`config.mk`:
```
export PLATFORM = sky130hd
export DESIGN_NAME = pit_responder
export DESIGN_NICKNAME = d
export VERILOG_FILES = /design/src/rtl/pit_responder.sv
export SDC_FILE = /design/constraint.sdc
export NUM_CORES = 1
export LEC_CHECK = 0
export CELL_PAD_IN_SITES_DETAIL_PLACEMENT = 1
export CELL_PAD_IN_SITES_GLOBAL_PLACEMENT = 2
export CORE_MARGIN = 2
export CORE_UTILIZATION = 46
export CTS_BUF_LIST = sky130_fd_sc_hd__clkbuf_8
export CTS_CLUSTER_DIAMETER = 40
export CTS_CLUSTER_SIZE = 28
export DETAILED_ROUTE_END_ITERATION = 7
export PLACE_DENSITY = 0.79
export RECOVER_POWER = 100
export SYNTH_ARGS = -nofsm -noshare
export SYNTH_HDL_FRONTEND = slang
export SYNTH_SLANG_ARGS = --single-unit
```
`constraint.sdc`:
```
create_clock -name clk -period 8.86 [get_ports clk]
set_input_delay 2.215 -clock clk [delete_from_list [all_inputs] [get_ports clk]]
set_output_delay 2.215 -clock clk [all_outputs]
set_load 0.05 [all_outputs]
```
`src/rtl/pit_responder.sv`:
```
// -----------------------------------------------------------------------------
// pit_responder
//
// Pending Interest Table (PIT) responder. It has two independent parts.
//
// Interest side: an incoming interest is compared against every valid entry
// in parallel. If an entry matches, the interest is aggregated into it and no
// entry is written. If nothing matches, the interest goes into the
// lowest-index free entry. Both cases return a one-cycle interest_ack. When
// the table is full and nothing matches, the interest is dropped with no ack.
//
// Data side: a four-state FSM. The FIB offers a data prefix. The FSM scans
// the table one entry per cycle. On a miss it pulses rejected. On a hit it
// pulses start_send_to_pit, forwards DATA_BYTES bytes of fib_data with one
// cycle of latency, and frees the matched entry together with the last byte.
//
// Ports
//   clk               : rising-edge clock
//   rst               : asynchronous reset, active low
//   interest_valid    : record a pending interest this cycle
//   interest_prefix   : 64-bit interest prefix
//   interest_len      : 6-bit interest prefix length
//   interest_ack      : pulse, interest recorded or aggregated
//   interest_full     : every entry is valid
//   prefix_ready      : FIB offers a data prefix (sampled in IDLE only)
//   fib_prefix        : 64-bit data prefix from the FIB
//   fib_len           : 6-bit data prefix length from the FIB
//   rejected          : pulse, offered data has no pending interest
//   start_send_to_pit : pulse, FIB may start the byte transfer
//   fib_data          : byte stream from the FIB
//   data_out          : forwarded byte
//   data_out_valid    : data_out holds a valid byte
//   data_last         : data_out is the final byte of the packet
//   busy              : FSM is not in IDLE
// -----------------------------------------------------------------------------
module pit_responder #(
    parameter int ENTRIES    = 8,
    parameter int DATA_BYTES = 1024
) (
    input  logic        clk,
    input  logic        rst,
    input  logic        interest_valid,
    input  logic [63:0] interest_prefix,
    input  logic [5:0]  interest_len,
    output logic        interest_ack,
    output logic        interest_full,
    input  logic        prefix_ready,
    input  logic [63:0] fib_prefix,
    input  logic [5:0]  fib_len,
    output logic        rejected,
    output logic        start_send_to_pit,
    input  logic [7:0]  fib_data,
    output logic [7:0]  data_out,
    output logic        data_out_valid,
    output logic        data_last,
    output logic        busy
);

    localparam int IDX_W = (ENTRIES > 1) ? $clog2(ENTRIES) : 1;
    localparam int CNT_W = $clog2(DATA_BYTES) + 1;

    typedef enum logic [1:0] {
        IDLE    = 2'd0,
        SEARCH  = 2'd1,
        RESPOND = 2'd2,
        RECEIVE = 2'd3
    } state_t;

    // Table storage. Only the valid bits are control state. The prefix and
    // length fields are written when an interest is inserted and are never
    // read unless the matching valid bit is set.
    logic [ENTRIES-1:0] valid_q, valid_d;
    logic [63:0]        prefix_q [ENTRIES];
    logic [5:0]         len_q    [ENTRIES];

    // Prefix latched from the FIB when a lookup starts.
    logic [63:0]        fpfx_q;
    logic [5:0]         flen_q;
    logic               latch_en;

    // FSM and its bookkeeping.
    state_t             state_q, state_d;
    logic [IDX_W-1:0]   search_idx_q, search_idx_d;
    logic [IDX_W-1:0]   match_idx_q, match_idx_d;
    logic               found_q, found_d;
    logic               wait_q, wait_d;
    logic [CNT_W-1:0]   cnt_q, cnt_d;
    logic               clr_en;

    // Registered outputs.
    logic               ack_q, ack_d;
    logic               full_q, full_d;
    logic               rej_q, rej_d;
    logic               start_q, start_d;
    logic [7:0]         dout_q, dout_d;
    logic               dvalid_q, dvalid_d;
    logic               dlast_q, dlast_d;
    logic               busy_q, busy_d;

    // Interest-side lookup: parallel match plus lowest free slot.
    logic               hit_any;
    logic               free_found;
    logic [IDX_W-1:0]   free_idx;
    logic               insert_en;
    logic               entry_hit;

    always_comb begin
        hit_any    = 1'b0;
        free_found = 1'b0;
        free_idx   = '0;
        for (int i = 0; i < ENTRIES; i++) begin
            if (valid_q[i] && (prefix_q[i] == interest_prefix) &&
                (len_q[i] == interest_len)) begin
                hit_any = 1'b1;
            end
            if (!valid_q[i] && !free_found) begin
                free_found = 1'b1;
                free_idx   = IDX_W'(i);
            end
        end
    end

    // The free-slot search looks at valid_q, so a slot cleared by this
    // cycle's last byte is not seen as free until the next cycle.
    assign insert_en = interest_valid && !hit_any && free_found;
    assign ack_d     = interest_valid && (hit_any || free_found);

    // Next valid vector. The cleared slot is valid in valid_q, so it can
    // never be the insert target. Both writes can therefore land together.
    always_comb begin
        valid_d = valid_q;
        if (clr_en) begin
            valid_d[match_idx_q] = 1'b0;
        end
        if (insert_en) begin
            valid_d[free_idx] = 1'b1;
        end
    end

    assign full_d    = &valid_d;
    assign entry_hit = valid_q[search_idx_q] &&
                       (prefix_q[search_idx_q] == fpfx_q) &&
                       (len_q[search_idx_q] == flen_q);

    // FSM next state and next output values.
    always_comb begin
        state_d      = state_q;
        search_idx_d = search_idx_q;
        match_idx_d  = match_idx_q;
        found_d      = found_q;
        wait_d       = wait_q;
        cnt_d        = cnt_q;
        latch_en     = 1'b0;
        clr_en       = 1'b0;
        rej_d        = 1'b0;
        start_d      = 1'b0;
        dout_d       = 8'h00;
        dvalid_d     = 1'b0;
        dlast_d      = 1'b0;

        unique case (state_q)
            IDLE: begin
                if (prefix_ready) begin
                    latch_en     = 1'b1;
                    search_idx_d = '0;
                    found_d      = 1'b0;
                    state_d      = SEARCH;
                end
            end
            SEARCH: begin
                if (entry_hit) begin
                    match_idx_d = search_idx_q;
                    found_d     = 1'b1;
                    state_d     = RESPOND;
                end else if (search_idx_q == IDX_W'(ENTRIES - 1)) begin
                    found_d = 1'b0;
                    state_d = RESPOND;
                end else begin
                    search_idx_d = search_idx_q + IDX_W'(1);
                end
            end
            RESPOND: begin
                if (found_q) begin
                    start_d = 1'b1;
                    wait_d  = 1'b1;
                    cnt_d   = '0;
                    state_d = RECEIVE;
                end else begin
                    rej_d   = 1'b1;
                    state_d = IDLE;
                end
            end
            RECEIVE: begin
                // The FIB sees start_send_to_pit one cycle late, so the
                // first RECEIVE cycle carries no byte.
                if (wait_q) begin
                    wait_d = 1'b0;
                end else begin
                    dvalid_d = 1'b1;
                    dout_d   = fib_data;
                    if (cnt_q == CNT_W'(DATA_BYTES - 1)) begin
                        dlast_d = 1'b1;
                        clr_en  = 1'b1;
                        cnt_d   = '0;
                        state_d = IDLE;
                    end else begin
                        cnt_d = cnt_q + CNT_W'(1);
                    end
                end
            end
            default: begin
                state_d = IDLE;
            end
        endcase
    end

    assign busy_d = (state_d != IDLE);

    // Control and output registers.
    always_ff @(posedge clk or negedge rst) begin
        if (!rst) begin
            state_q      <= IDLE;
            search_idx_q <= '0;
            match_idx_q  <= '0;
            found_q      <= 1'b0;
            wait_q       <= 1'b0;
            cnt_q        <= '0;
            valid_q      <= '0;
            ack_q        <= 1'b0;
            full_q       <= 1'b0;
            rej_q        <= 1'b0;
            start_q      <= 1'b0;
            dout_q       <= 8'h00;
            dvalid_q     <= 1'b0;
            dlast_q      <= 1'b0;
            busy_q       <= 1'b0;
        end else begin
            state_q      <= state_d;
            search_idx_q <= search_idx_d;
            match_idx_q  <= match_idx_d;
            found_q      <= found_d;
            wait_q       <= wait_d;
            cnt_q        <= cnt_d;
            valid_q      <= valid_d;
            ack_q        <= ack_d;
            full_q       <= full_d;
            rej_q        <= rej_d;
            start_q      <= start_d;
            dout_q       <= dout_d;
            dvalid_q     <= dvalid_d;
            dlast_q      <= dlast_d;
            busy_q       <= busy_d;
        end
    end

    // Table payload and latched FIB prefix. Both are qualified by control
    // state, so they need no reset.
    always_ff @(posedge clk) begin
        if (insert_en) begin
            prefix_q[free_idx] <= interest_prefix;
            len_q[free_idx]    <= interest_len;
        end
        if (latch_en) begin
            fpfx_q <= fib_prefix;
            flen_q <= fib_len;
        end
    end

    assign interest_ack      = ack_q;
    assign interest_full     = full_q;
    assign rejected          = rej_q;
    assign start_send_to_pit = start_q;
    assign data_out          = dout_q;
    assign data_out_valid    = dvalid_q;
    assign data_last         = dlast_q;
    assign busy              = busy_q;

endmodule
```
After elaboration in Yosys (flattened, before gate mapping)
Memories as Yosys holds them, arrays and structs flattened.
Cells that the tools add are included.
{"block": "totals", "reg_bits": 114, "ramBits": 560, "input_bits": 152, "output_inout_bits": 15, "memories": 2}
{"name": "prefix_q", "depth": 8, "width": 64, "rd": 9, "rd_clocked_by_memory_dff": 0, "wr": 1, "line_no": "73", "text": "logic [63:0] prefix_q [ENTRIES];"}
{"name": "len_q", "depth": 8, "width": 6, "rd": 9, "rd_clocked_by_memory_dff": 0, "wr": 1, "line_no": "74", "text": "logic [5:0] len_q [ENTRIES];"}
{"block": "classes", "n_addsub": 2, "order_cmp": 5, "eq_ne": 29, "mux": 67, "bitwise_logic": 3, "n_reduce_logical": 55}
{"operator": "$eq A64 B64 Y1", "count": 9}
{"operator": "$eq A6 B6 Y1", "count": 9}
{"operator": "$mux W1", "count": 37}
{"operator": "$mux W11", "count": 3}
{"operator": "$mux W8", "count": 4}
{"operator": "$logic_and A1 B1 Y1", "count": 30}
{"operator": "$mux W3", "count": 9}
{"operator": "$pmux W11 S2", "count": 1}
{"operator": "$logic_not A1 Y1", "count": 14}
{"operator": "$lt A3 B4 Y1 const B", "count": 3}
{"operator": "$mux W2", "count": 6}
{"operator": "$add A11 B1 Y11 const B", "count": 1}
{"operator": "$eq A11 B10 Y1 const B", "count": 1}
{"operator": "$ne A2 B2 Y1 const B", "count": 5}
{"operator": "$and A8 B8 Y8", "count": 1}
{"operator": "$not A8 Y8", "count": 1}
{"operator": "$or A8 B8 Y8", "count": 1}
{"operator": "$pmux W2 S4", "count": 1}
{"operator": "$reduce_and A8 Y1", "count": 1}
{"operator": "$demux W1 S3", "count": 2}
{"operator": "$ge A3 B1 Y1 const B", "count": 2}
{"operator": "$pmux W3 S2", "count": 1}
{"operator": "$reduce_and A3 Y1", "count": 2}
{"operator": "$reduce_bool A2 Y1", "count": 3}
{"operator": "other kinds (11)", "count": 14}

Logic depth before layout (Yosys ltp)
Gate-level depths: netlist (run 1).
{"block": "depth", "depth_word": 28, "mapped_depth": 13, "ltp_nobuf": 10}

Worst setup path after synthesis (run 1)
Ideal clock, no wire load.
{"block": "synth_path", "path_kind": "input-to-reg", "from": "input interest_len[1]", "to": "memory len_q[5][0] (enable)", "arrival_time_ps": 8730, "required_ps": 8273, "setup_slack_ps": -457, "path_stages": 9, "n_path_buf": 1, "cell_sequence": "clkbuf_1 > xor2_1 > a221oi_1 > and3_1 > nand4_1 > nor2_1 > a2111oi_0 > nand4_1 > nor3_1"}
{"block": "synth_between", "elab_chain_len": 15}
{"item": "from (decl)", "line_no": "44", "text": "input logic [5:0] interest_len,"}
{"item": "$eq A6 B6 Y1", "line_no": "113", "text": "(len_q[i] == interest_len)) begin"}
{"item": "$logic_and A1 B1 Y1", "line_no": "112", "text": "if (valid_q[i] && (prefix_q[i] == interest_prefix) &&"}
{"item": "$mux W1 (7 in series)", "line_no": "112"}
{"item": "$mux W1 (*)", "line_no": "112"}
{"item": "$logic_not A1 Y1 (*)", "line_no": "125", "text": "assign insert_en = interest_valid && !hit_any && free_found;"}
{"item": "$logic_and A1 B1 Y1 (*) (2 in series)", "line_no": "125"}
{"item": "$mux W1 (*)", "line_no": "259", "text": "if (insert_en) begin"}
{"item": "$mux W1 (not written as such) (*)", "line_no": "261", "text": "len_q[free_idx] <= interest_len;"}
{"item": "to (decl)", "line_no": "74"}
Mark *: on every way between the ends. The rest lies on a longest branch, timed or not.

Worst setup path after layout (run 1)
{"block": "layout_path", "from": "register search_idx_q[2]", "to": "register match_idx_q[0]"}
{"block": "layout_between", "elab_chain_len": 5}
{"item": "from (decl)", "line_no": "83", "text": "logic [IDX_W-1:0] search_idx_q, search_idx_d;"}
{"item": "from (signal assigned)", "line_no": "239", "text": "search_idx_q <= search_idx_d;"}
{"item": "$mem_v2 Z8 W64 / $bmux W1 S3 (equally long branches)"}
{"item": "$eq A64 B64 Y1 / $mux W1 (equally long branches)", "line_no": "142, 141"}
{"item": "$logic_and A1 B1 Y1", "line_no": "141", "text": "assign entry_hit = valid_q[search_idx_q] &&"}
{"item": "$logic_and A1 B1 Y1 (*)", "line_no": "142", "text": "(prefix_q[search_idx_q] == fpfx_q) &&"}
{"item": "$reduce_and A2 Y1 (no source line) (*)"}
{"item": "to (signal assigned)", "line_no": "240", "text": "match_idx_q <= match_idx_d;"}
{"item": "to (decl)", "line_no": "84", "text": "logic [IDX_W-1:0] match_idx_q, match_idx_d;"}
Mark *: on every way between the ends. The rest lies on a longest branch, timed or not. The select of a mux whose other input is x is not followed.
A chain may end at the register's enable or synchronous reset.

==> metrics.yaml, run 1 <==
sw_frac_of_total_pct: 36.4
top_usage_layer: "met2"
max_freq_mhz: 126
overflow: 0
p_int_w: 0.00651
clk_pin_slew_ns: 0.07
rsz0062_at_grt: "false"
violations: "capacitance limit, slew limit"
grt.total_usage_pct: 42.9
hold_violations: 0
grt_max_degree: 71
hpwl_mm: 122
worst_pin_slew_ns: 2.50
io_pins: 167
grt_pass1_wl_mm: 211
clockPowerShare_pct: 31.3
synthMuxAreaShare_pct: 11.1
placed_cell_area_sq_um: 35700
ys_seq_elements: 674
yosysSeqAreaShare_pct: 60.9
cts_root_buffer: "clkbuf_8"
p_total_w: 0.0102
synth-edff-count: 630
fin_nets: 2584
synthToLayoutAreaGrowth_pct: 16.0
synth-simple-area-share_pct: 6.68
cts_setup_buffers: 0
p_per_area_nw_per_um2: 269
setup_viol: 0
ys_warn_count: 0
num_vias: 23405
nFillCells: 6762
rows: 98
cts_tree: "yes"
clockBufferDepth: 3
drive_above_1_share_pct: 14.4
hold_class: "flip-flop to flip-flop"
final_cell_mix: "630 x edfxtp_1, 255 x xor2_1, 224 x xnor2_1"
maxCapViolations: 10
crit_type: "flip-flop to flip-flop"
synth-compound-area-share_pct: 5.44
fp.dieH_um: 271
p_seq_share_pct: 39.7
met2_usage_pct: 63.0
fin_area_sq_um: 38100
synth_cell_types: 69
core_area_sq_um: 71100
cts_resized: 0
peakVddDrop_mv: 0.213
critPathLaunchType: "flip-flop"
gp_congestion: 1.05
grt_util_met1_pct: 58.4
ctsHoldBuffers: 0
met3_usage_pct: 12.0
route.detailed.drc: 0
cts_max_level: 3
finalWirelength_mm: 158
drtAntennaViolNets: 0
slew_violations: 221
wl_per_cell_um: 45.5
start_util_pct: 46.2
synthAdderAreaFrac_pct: 0.114
firstDrtPassIters: 6
synth_top_family_by_area: "XOR/XNOR gates"
avgSynthCellArea_sq_um: 14.8
timing.final.crit_share_pct: 89.5
skew_ns: 0.0669
p_leak_nw: 12.7
initialDrtViolationCount: 3862
multi_input_area_sq_um: 11900
arrival_ns: 8.54
viasPerCell: 6.72
p_comb_share_pct: 29.0
cp.required_ns: 9.47
slew_headroom_pct: -66.7
switching_power_w: 0.00373
async_flop_share_pct: 6.53
period_minus_slack_ns: 7.93
seq_area_sq_um: 20000
fp.dieW_um: 271
outcome: "finished with violations"
synth_nets: 2372
cts.sinks: 674
final_common_cell: "edfxtp_1"
crit_path_end_kind: "flip-flop"
synth_cells: 2217
grt_antenna_before_repair: 26
ys.flop_type: "edfxtp_1"
die_area_sq_um: 73600
syn-cell-area_sq_um: 32900
tns_ns: 0
crit_fanout: 24
cts_inserted_buffers: 109
yosys.area_share.xor_xnor_pct: 12.8
port_buffers: 166
first_global_vias: 22965
clkLatencyLatePin_ns: 0.77
-- power by group through the flow --
stage / Clock, W / Combinational (W) / Sequential, W
final: 0.00321 / 0.00298 / 0.00407
after global routing: 0.00336 / 0.00305 / 0.00407
after CTS: 0.00322 / 0.00295 / 0.00405
after detailed placement: 0 / 0.00294 / 0.00412
after global placement: 0 / 0.00288 / 0.00410
after floorplan: 0 / 0.00183 / 0.00400
-- state kept, by name (all words and copies together) (netlist names), 2 cells and up --
| register | count |
|---|---|
| prefix_q | 512 |
| search_idx_q | 3 |
| len_q | 48 |
| state_q | 2 |
| data_out | 8 |
| match_idx_q | 3 |
| valid_q | 8 |
| fpfx_q | 64 |
| flen_q | 6 |
| cnt_q | 11 |
-- critical path, stage by stage (launching register included) --
cell and delay, ns:
dfrtp_4 0.71, clkbuf_1 1.63, mux4_2 0.47, mux2i_1 0.77, xor2_1 0.22, nand4_1 0.21, nor4_1 1.58, nand4_1 0.64
nor4_1 1.13, mux2_4 0.35
-- cells in the mapped netlist (10+ instances only) --
| master | instances | area [sq um] |
|---|---|---|
| buf_6 | 12 | 135 |
| xnor2_1 | 225 | 1970 |
| dfrtp_1 | 44 | 1100 |
| nor2_1 | 32 | 120 |
| nand2b_1 | 32 | 200 |
| inv_1 | 87 | 327 |
| and2_1 | 10 | 62.6 |
| o2bb2ai_1 | 21 | 184 |
| a22oi_1 | 23 | 173 |
| edfxtp_1 | 630 | 18900 |
| clkbuf_1 | 72 | 270 |
| nor4_1 | 87 | 544 |
| o21ai_0 | 30 | 150 |
| a2111oi_0 | 11 | 96.3 |
| nand2_1 | 49 | 184 |
| mux4_2 | 106 | 2390 |
| nor3_1 | 15 | 75.1 |
| mux2_2 | 15 | 169 |
| nand4_1 | 84 | 526 |
| mux2i_1 | 105 | 1050 |
| buf_2 | 32 | 160 |
| nand3_1 | 18 | 90.1 |
| a22o_1 | 23 | 201 |
| a221oi_1 | 15 | 131 |
| o22ai_1 | 46 | 288 |
| xor2_1 | 255 | 2230 |
| nor2b_1 | 18 | 113 |
| a21oi_1 | 17 | 85.1 |
-- through the flow --
step / util, % / setup WS (ns) / std cells / hold slack (ns)
final: 53.6 / 0.932 / 3482 / 0.511
after global routing: 53.6 / 1.07 / 3474 / 0.541
after CTS: 53.8 / 2.28 / 3472 / 0.511
after detailed placement: 50.3 / 1.56 / 3268 / 0.501
after global placement: 50.3 / 1.54 / 3268 / 0.477
after floorplan: - / -0.457 / 2217 / 0.451
-- logic make-up (layout without fill, tap and decap cells) --
kind of cell | count (synthesis) | in the layout
adder cells (fa/ha/maj) | 3 | 3
other | 0 | 10
flip-flops | 674 | 674
AO/OA/AOI/OAI | 242 | 242
XOR/XNOR | 480 | 480
AND/OR/NAND/NOR | 378 | 378
multiplexers | 229 | 229
buffers and inverters | 211 | 516
-- layer usage --
layer,wire [um],vias to the layer above
met2,68900,1744
met1,60800,12315
met5,103,-
met3,19000,325
li1,-,9003
met4,9520,18
-- path summary, 6_finish.rpt --
path                                  from         endpoint  slack [ns]  depth (start not counted)
max                        search_idx_q[2]   match_idx_q[0]        0.93                          9
min                               cnt_q[9]         cnt_q[9]        0.51                          1
max reg2reg                search_idx_q[2]   match_idx_q[0]        0.93                          9
min reg2reg                       cnt_q[9]         cnt_q[9]        0.51                          1
max in group asynchronous              rst  search_idx_q[1]        4.95                          1
min in group asynchronous              rst         cnt_q[6]        2.22                          1
-- area by class of cell --
cell class              instances  share of cell area (%)
flip-flops and latches        674                    52.5
multi-input cells            1332                    31.2
repair buffers                224                    5.58
clock buffers                 110                    3.97
well taps                     950                    3.12
clock inverters                94                    2.70
inverters                      88                   0.866
diodes                         10                  0.0656
(Power assumes the default switching activity.)
==> run 2: changes to the inputs <==
--- a/config.mk
+++ b/config.mk
@@ -14,4 +14,5 @@
 export CTS_CLUSTER_SIZE = 28
 export DETAILED_ROUTE_END_ITERATION = 7
+export GPL_TIMING_DRIVEN = 0
 export PLACE_DENSITY = 0.79
 export RECOVER_POWER = 100
==> constraint.sdc (replaced) <==
create_clock -name clk -period 8.86 [get_ports clk]
set_input_delay 2.215 -clock clk [delete_from_list [all_inputs] [get_ports clk]]
set_output_delay 2.215 -clock clk [all_outputs]
set_load 0.1 [all_outputs]
==> run 2 against run 1 <==
Compared with the run above:
- the flow still finishes with violations (capacitance limit, slew limit)
- routed wire length grew 4.2%
- largest power group unchanged
- die area is the same
- count of clock-buffer cells in the layout shrank 3
- sequential power shrank 3%
- combinational power grew 18%
- first-iteration DRC count grew 2.2%
==> metrics.yaml, run 2 (synthesis gave the netlist of run 1 again) <==
drive_above_1_share_pct: 16.4  # +1.9 points
utilization_pct: 54.8  # +1.2 points
placed_cell_area_sq_um: 36600  # +2.5%
fp.dieW_um: 271  # unchanged
gp_congestion: 1.08  # +2.4%
cts_inserted_buffers: 107  # -1.8%
p_int_w: 0.00660  # +1.3%
firstDrtPassIters: 5  # -1
arrival_ns: 9.38  # +0.84 ns
period_minus_slack_ns: 8.74  # +0.811 ns
skew_ns: 0.0715  # +0.00459 ns
grt_pass1_wl_mm: 218  # +3.3%
largest_reg_flops: 512  # unchanged
fin_nets: 2710  # +4.9%
die_area_sq_um: 73600  # unchanged
final_common_cell: "edfxtp_1"
hold_slack_ns: 0.498  # -0.0128 ns
hpwl_mm: 134  # +9.3%
largest-register: "prefix_q"
finalWirelength_mm: 165  # +4.2%
p_seq_share_pct: 36.8  # -2.9 points
timing.final.crit_share_pct: 98.6  # +9.2 points
clk_pin_slew_ns: 0.07  # about the same
cts_setup_buffers: 0  # unchanged
initialDrtViolationCount: 3946  # +2.2%
ctsHoldBuffers: 0  # unchanged
cts_root_buffer: "clkbuf_8"
fin_ws_ns: 0.121  # -0.811 ns
violations: "capacitance limit, slew limit"
slew_violations: 43  # -81%
cts_resized: 0  # unchanged
first_global_vias: 23775  # +3.5%
clkLatencyLatePin_ns: 0.80  # +0.03 ns
crit_path_end_kind: "flip-flop"
pre_cts_ws_ns: 0.306  # -1.25 ns
clockBufferDepth: 3  # unchanged
crit_fanout: 10  # -58%
num_vias: 23888  # +2.1%
rows: 98  # unchanged
grt_max_degree: 26  # -63%
rsz0062_at_grt: "false"
clockPowerShare_pct: 30.3  # -1.0 points
port_buffers: 166  # unchanged
grt.total_usage_pct: 44.8  # +1.9 points
fin_area_sq_um: 39000  # +2.2%
overflow: 0  # unchanged
slew_headroom_pct: -31.9  # +35 points
core_area_sq_um: 71100  # unchanged
io_pins: 167  # unchanged
critPathLaunchType: "flip-flop"
route.detailed.drc: 0  # unchanged
p_per_area_nw_per_um2: 274  # +2.0%
sw_frac_of_total_pct: 38.3  # +1.8 points
drtAntennaViolNets: 0  # unchanged
hold_violations: 0  # unchanged
cts_max_level: 3  # unchanged
r2r_slack_ns: 0.12  # -0.81 ns
max_freq_mhz: 114  # -9.3%
cts_tree: "yes"
viasPerCell: 6.63  # -1.3%
maxCapViolations: 7  # -3
worst_pin_slew_ns: 1.96  # -0.541 ns
p_comb_share_pct: 32.9  # +3.9 points
outcome: "finished with violations"
final_cell_mix: "630 x edfxtp_1, 255 x xor2_1, 224 x xnor2_1"
p_leak_nw: 13.2  # +3.4%
cp.required_ns: 9.50  # +0.03 ns
switching_power_w: 0.00409  # +9.6%
reg.largest.list: "prefix_q (512), fpfx_q (64), len_q (48)"
seq_area_sq_um: 20000  # about the same
nFillCells: 6826  # +0.95%
peakVddDrop_mv: 0.246  # +15%
start_util_pct: 46.2  # unchanged
fp.dieH_um: 271  # unchanged
hold_class: "flip-flop to flip-flop"
synthToLayoutAreaGrowth_pct: 18.6
crit_type: "flip-flop to flip-flop"
setup_viol: 0  # unchanged
wl_per_cell_um: 45.8  # +0.75%
cts.sinks: 674  # unchanged
multi_input_area_sq_um: 11900  # about the same
grt_antenna_before_repair: 21  # -19%
[run 2: cell types whose count changed in the layout (fill, tap and decap cells not counted), moves of 5 or more]
cell,delta
buf_4,-14
buf_2,+30
clkbuf_1,+60
buf_8,+5
clkinvlp_4,+5
buf_6,+45
diode_2,-6
[run 2: routing by layer]
| layer | up-vias | GRT usage, % | routed length [um] |
|---|---|---|---|
| met1 | 12487 | 58.8 | 62100 |
| met2 | 1755 | 66.5 | 71900 |
| met5 | - | 0.578 | 155 |
| met4 | 22 | 25.3 | 11000 |
| li1 | 9238 | - | - |
| met3 | 386 | 13.7 | 19800 |
[run 2: final cells by class]
| cell class | count | area share [%] |
|---|---|---|
| Multi-Input combinational cell | 1332 | 30.5 |
| Clock buffer | 107 | 3.78 |
| Antenna cell | 4 | 0.0257 |
| Sequential cell | 674 | 51.3 |
| Tap cell | 950 | 3.05 |
| Buffer | 123 | 1.67 |
| Inverter | 88 | 0.847 |
| Timing Repair Buffer | 229 | 5.96 |
| Clock inverter | 95 | 2.81 |
[run 2: power by group through the flow]
stage | combinational (W) | sequential, W | clock, W
2_1_floorplan | 0.00183 | 0.00405 | 0
3_3_place_gp | 0.00330 | 0.00406 | 0
3_5_place_dp | 0.00345 | 0.00399 | 0
6_report | 0.00352 | 0.00394 | 0.00324
5_1_grt | 0.00356 | 0.00395 | 0.00336
4_1_cts | 0.00347 | 0.00393 | 0.00324
[run 2: worst paths after layout]
| check | start | endpoint | cells past startpoint |
|---|---|---|---|
| max in group asynchronous | rst | cnt_q[10] | 2 |
| min reg2reg | cnt_q[10] | cnt_q[10] | 1 |
| max | search_idx_q[2] | match_idx_q[0] | 11 |
| min | cnt_q[10] | cnt_q[10] | 1 |
| min in group asynchronous | rst | cnt_q[6] | 1 |
| max reg2reg | search_idx_q[2] | match_idx_q[0] | 11 |
[run 2: stage by stage]
step | cells | setup TNS [ns] | power (W)
3_5_place_dp | 3396 | 0 | 0.00744
2_1_floorplan | 2217 | -123.99 | 0.00588
4_1_cts | 3598 | 0 | 0.0106
6_report | 3602 | 0 | 0.0107
3_3_place_gp | 3333 | -4987.93 | 0.00737
5_1_grt | 3599 | 0 | 0.0109
[run 2: critical path, cell delays in order, from the launching register on]
cell,delay [ns]
dfrtp_1,0.36
buf_2,0.18
buf_4,0.28
clkbuf_1,1.42
clkbuf_1,1.42
mux2i_1,0.40
xor2_1,0.40
nand4_1,0.30
nor4_1,1.64
nand4_1,0.64
nor4_1,1.16
mux2_4,0.36
==> run 3: changes to the inputs <==
- ABC_CLOCK_PERIOD_IN_PS: default -> 8860
- CTS_CLUSTER_SIZE: 28 -> 14
- GPL_ROUTABILITY_DRIVEN: default -> 0
==> run 3 against run 2 <==
Compared with the run above:
- the flow finishes with violations (DRC, capacitance limit, slew limit)
- critical path type is now primary input to flip-flop
- count of clock-buffer cells in the layout increased by 4
- sequential cell count unchanged
- largest cell class unchanged
- critical path depth increased by 3
- setup slack improved by 0.30 ns
- critical endpoint is now prefix_q[3][14]
==> metrics.yaml, run 3 (synthesis gave the netlist of run 1 again) <==
outcome: "finished with violations"
violations: "DRC, capacitance limit, slew limit"
r2r_end: "match_idx_q[0]"
finalNonFillerCells: 3607  # +0.14%
final_cell_mix: "630 x edfxtp_1, 255 x xor2_1, 225 x xnor2_1"
largest-register: "prefix_q"
fp.dieW_um: 271  # unchanged
tns_ns: 0  # unchanged
peakVddDrop_mv: 0.152  # -38%
cts_setup_buffers: 0  # unchanged
hold_violations: 0  # unchanged
pre_cts_ws_ns: 0.725  # +0.419 ns
viasPerCell: 6.69  # +0.88%
finalWirelength_mm: 147  # -11%
num_vias: 24131  # +1.0%
crit_path_end_kind: "flip-flop"
path_cells: "dlygate4sd3_1, clkbuf_1, xnor2_1, nand4_1, nor4_1, nand4_1, nor4_1, a2111oi_1, clkbuf_1, nand4_1, nor3_1, clkbuf_1, clkbuf_1, clkbuf_1"
timing.rr.start: "search_idx_q[2]"
timing.final.crit_share_pct: 95.2  # -3.4 points
fp.dieH_um: 271  # unchanged
reg.largest.list: "prefix_q (512), fpfx_q (64), len_q (48)"
start_util_pct: 46.2  # unchanged
reg2reg_depth: 12  # +1
cts_root_buffer: "clkbuf_8"
skew_ns: 0.0440  # -0.0276 ns
grt.total_usage_pct: 39.9  # -5.0 points
slowest_stage: "dlygate4sd3_1"
route.detailed.drc: 10  # +10
core_area_sq_um: 71100  # unchanged
grt_pass1_wl_mm: 199  # -8.6%
rows: 98  # unchanged
port_buffers: 166  # unchanged
drive_above_1_share_pct: 15.1  # -1.2 points
cts_max_level: 3  # unchanged
synthToLayoutAreaGrowth_pct: 18.2
p_per_area_nw_per_um2: 270  # -1.5%
first_global_vias: 23546  # -0.96%
die_area_sq_um: 73600  # unchanged
nFillCells: 6802  # -0.35%
p_total_w: 0.0105  # -1.8%
grt_antenna_before_repair: 17  # -19%
setup_viol: 0  # unchanged
clkLatencyLatePin_ns: 0.77  # -0.03 ns
maxCapViolations: 7  # unchanged
crit_fanout: 10  # unchanged
endpoint: "prefix_q[3][14]"
cts_tree: "yes"
critPathMaxStageDelay_ns: 0.77  # -0.87 ns
fin_ws_ns: 0.422  # +0.301 ns
overflow: 0  # unchanged
ctsHoldBuffers: 0  # unchanged
largest_reg_flops: 512  # unchanged
cts.sinks: 674  # unchanged
drtAntennaViolNets: 0  # unchanged
rsz0062_at_grt: "false"
arrival_ns: 8.81  # -0.57 ns
initialDrtViolationCount: 4396  # +11%
firstDrtPassIters: 8  # +3
worst_pin_slew_ns: 2.44  # +0.478 ns
grt_max_degree: 26  # unchanged
crit_type: "primary input to flip-flop"
dp.cells: 3396  # unchanged
critPathLaunchType: "primary input"
wl_per_cell_um: 40.9  # -11%
p_leak_nw: 13.1  # -0.80%
final_common_cell: "edfxtp_1"
r2r_slack_ns: 1.10  # +0.98 ns
clk_pin_slew_ns: 0.07  # about the same
cts_resized: 0  # unchanged
cp.required_ns: 9.23  # -0.27 ns
utilization_pct: 54.7  # -0.16 points
hold_class: "flip-flop to flip-flop"
hpwl_mm: 116  # -13%
cts_inserted_buffers: 110  # +2.8%
max_freq_mhz: 119  # +3.6%
fin_nets: 2714  # +0.15%
period_minus_slack_ns: 8.44  # -0.301 ns
io_pins: 167  # unchanged
slew_violations: 62  # +44%
crit_top_cell: "clkbuf_1"
cp-startpoint: "interest_prefix[55]"
clockBufferDepth: 3  # unchanged
slew_headroom_pct: -63.2  # -31 points
==> run 3: cell count changes in the layout (fill, tap and decap cells not counted), sizes merged <==
cell / delta
clkbuf: +22
buf: -17
inv: -14
clkinv: +7
clkinvlp: +4
diode: +2
bufinv: +1
clkdlybuf4s50: -1
dlygate4sd3: +1
==> run 3: final cells by class <==
class | instances | area (sq um) | area share [%]
timing repair buffer | 230 | 2270 | 5.84
clock buffer | 111 | 1530 | 3.93
clock inverter | 93 | 1020 | 2.62
antenna | 6 | 15.0 | 0.0386
buffer | 123 | 648 | 1.67
multi-input combinational | 1332 | 11900 | 30.5
sequential | 674 | 20000 | 51.5
tap | 950 | 1190 | 3.06
inverter | 88 | 330 | 0.850
==> run 3: worst min-delay path by stage <==
stage / startpoint / endpoint / cells past startpoint
after global routing: cnt_q[9] / cnt_q[9] / 1
after CTS: cnt_q[9] / cnt_q[9] / 1
final: cnt_q[9] / cnt_q[9] / 1
after detailed placement: cnt_q[9] / cnt_q[9] / 1
after floorplan: cnt_q[9] / cnt_q[9] / 1
after global placement: cnt_q[9] / cnt_q[9] / 1
==> run 3: critical path, delay by kind of cell <==
| family | cells | cell delay [ns] |
|---|---|---|
| and+or+nand+nor | 6 | 1.96 |
| AOI/OAI and AO/OA | 1 | 0.43 |
| buffers and inverters | 6 | 3.68 |
| xor gates and xnor gates | 1 | 0.49 |
==> run 3: power breakdown <==
part           internal (W)  leakage, nW  switching, W
Combinational       0.00116         5.56       0.00220
Sequential          0.00376         6.25      0.000172
Clock               0.00170         1.25       0.00150
==> run 3: through the flow <==
step | hold slack [ns] | cell area, sq um
after floorplan | 0.451 | 32900
after global placement | 0.474 | 35700
after CTS | 0.501 | 39200
after global routing | 0.522 | 38900
final | 0.492 | 38900
after detailed placement | 0.488 | 36600
==> run 3: routing by layer <==
metal  routed length, um  up-vias  GRT usage, %
li1                    -     9264             -
met1               52700    12253          51.3
met2               61200     2083          56.4
met3               21800      521          16.0
met4               11700       10          24.6
met5                  67        -             0
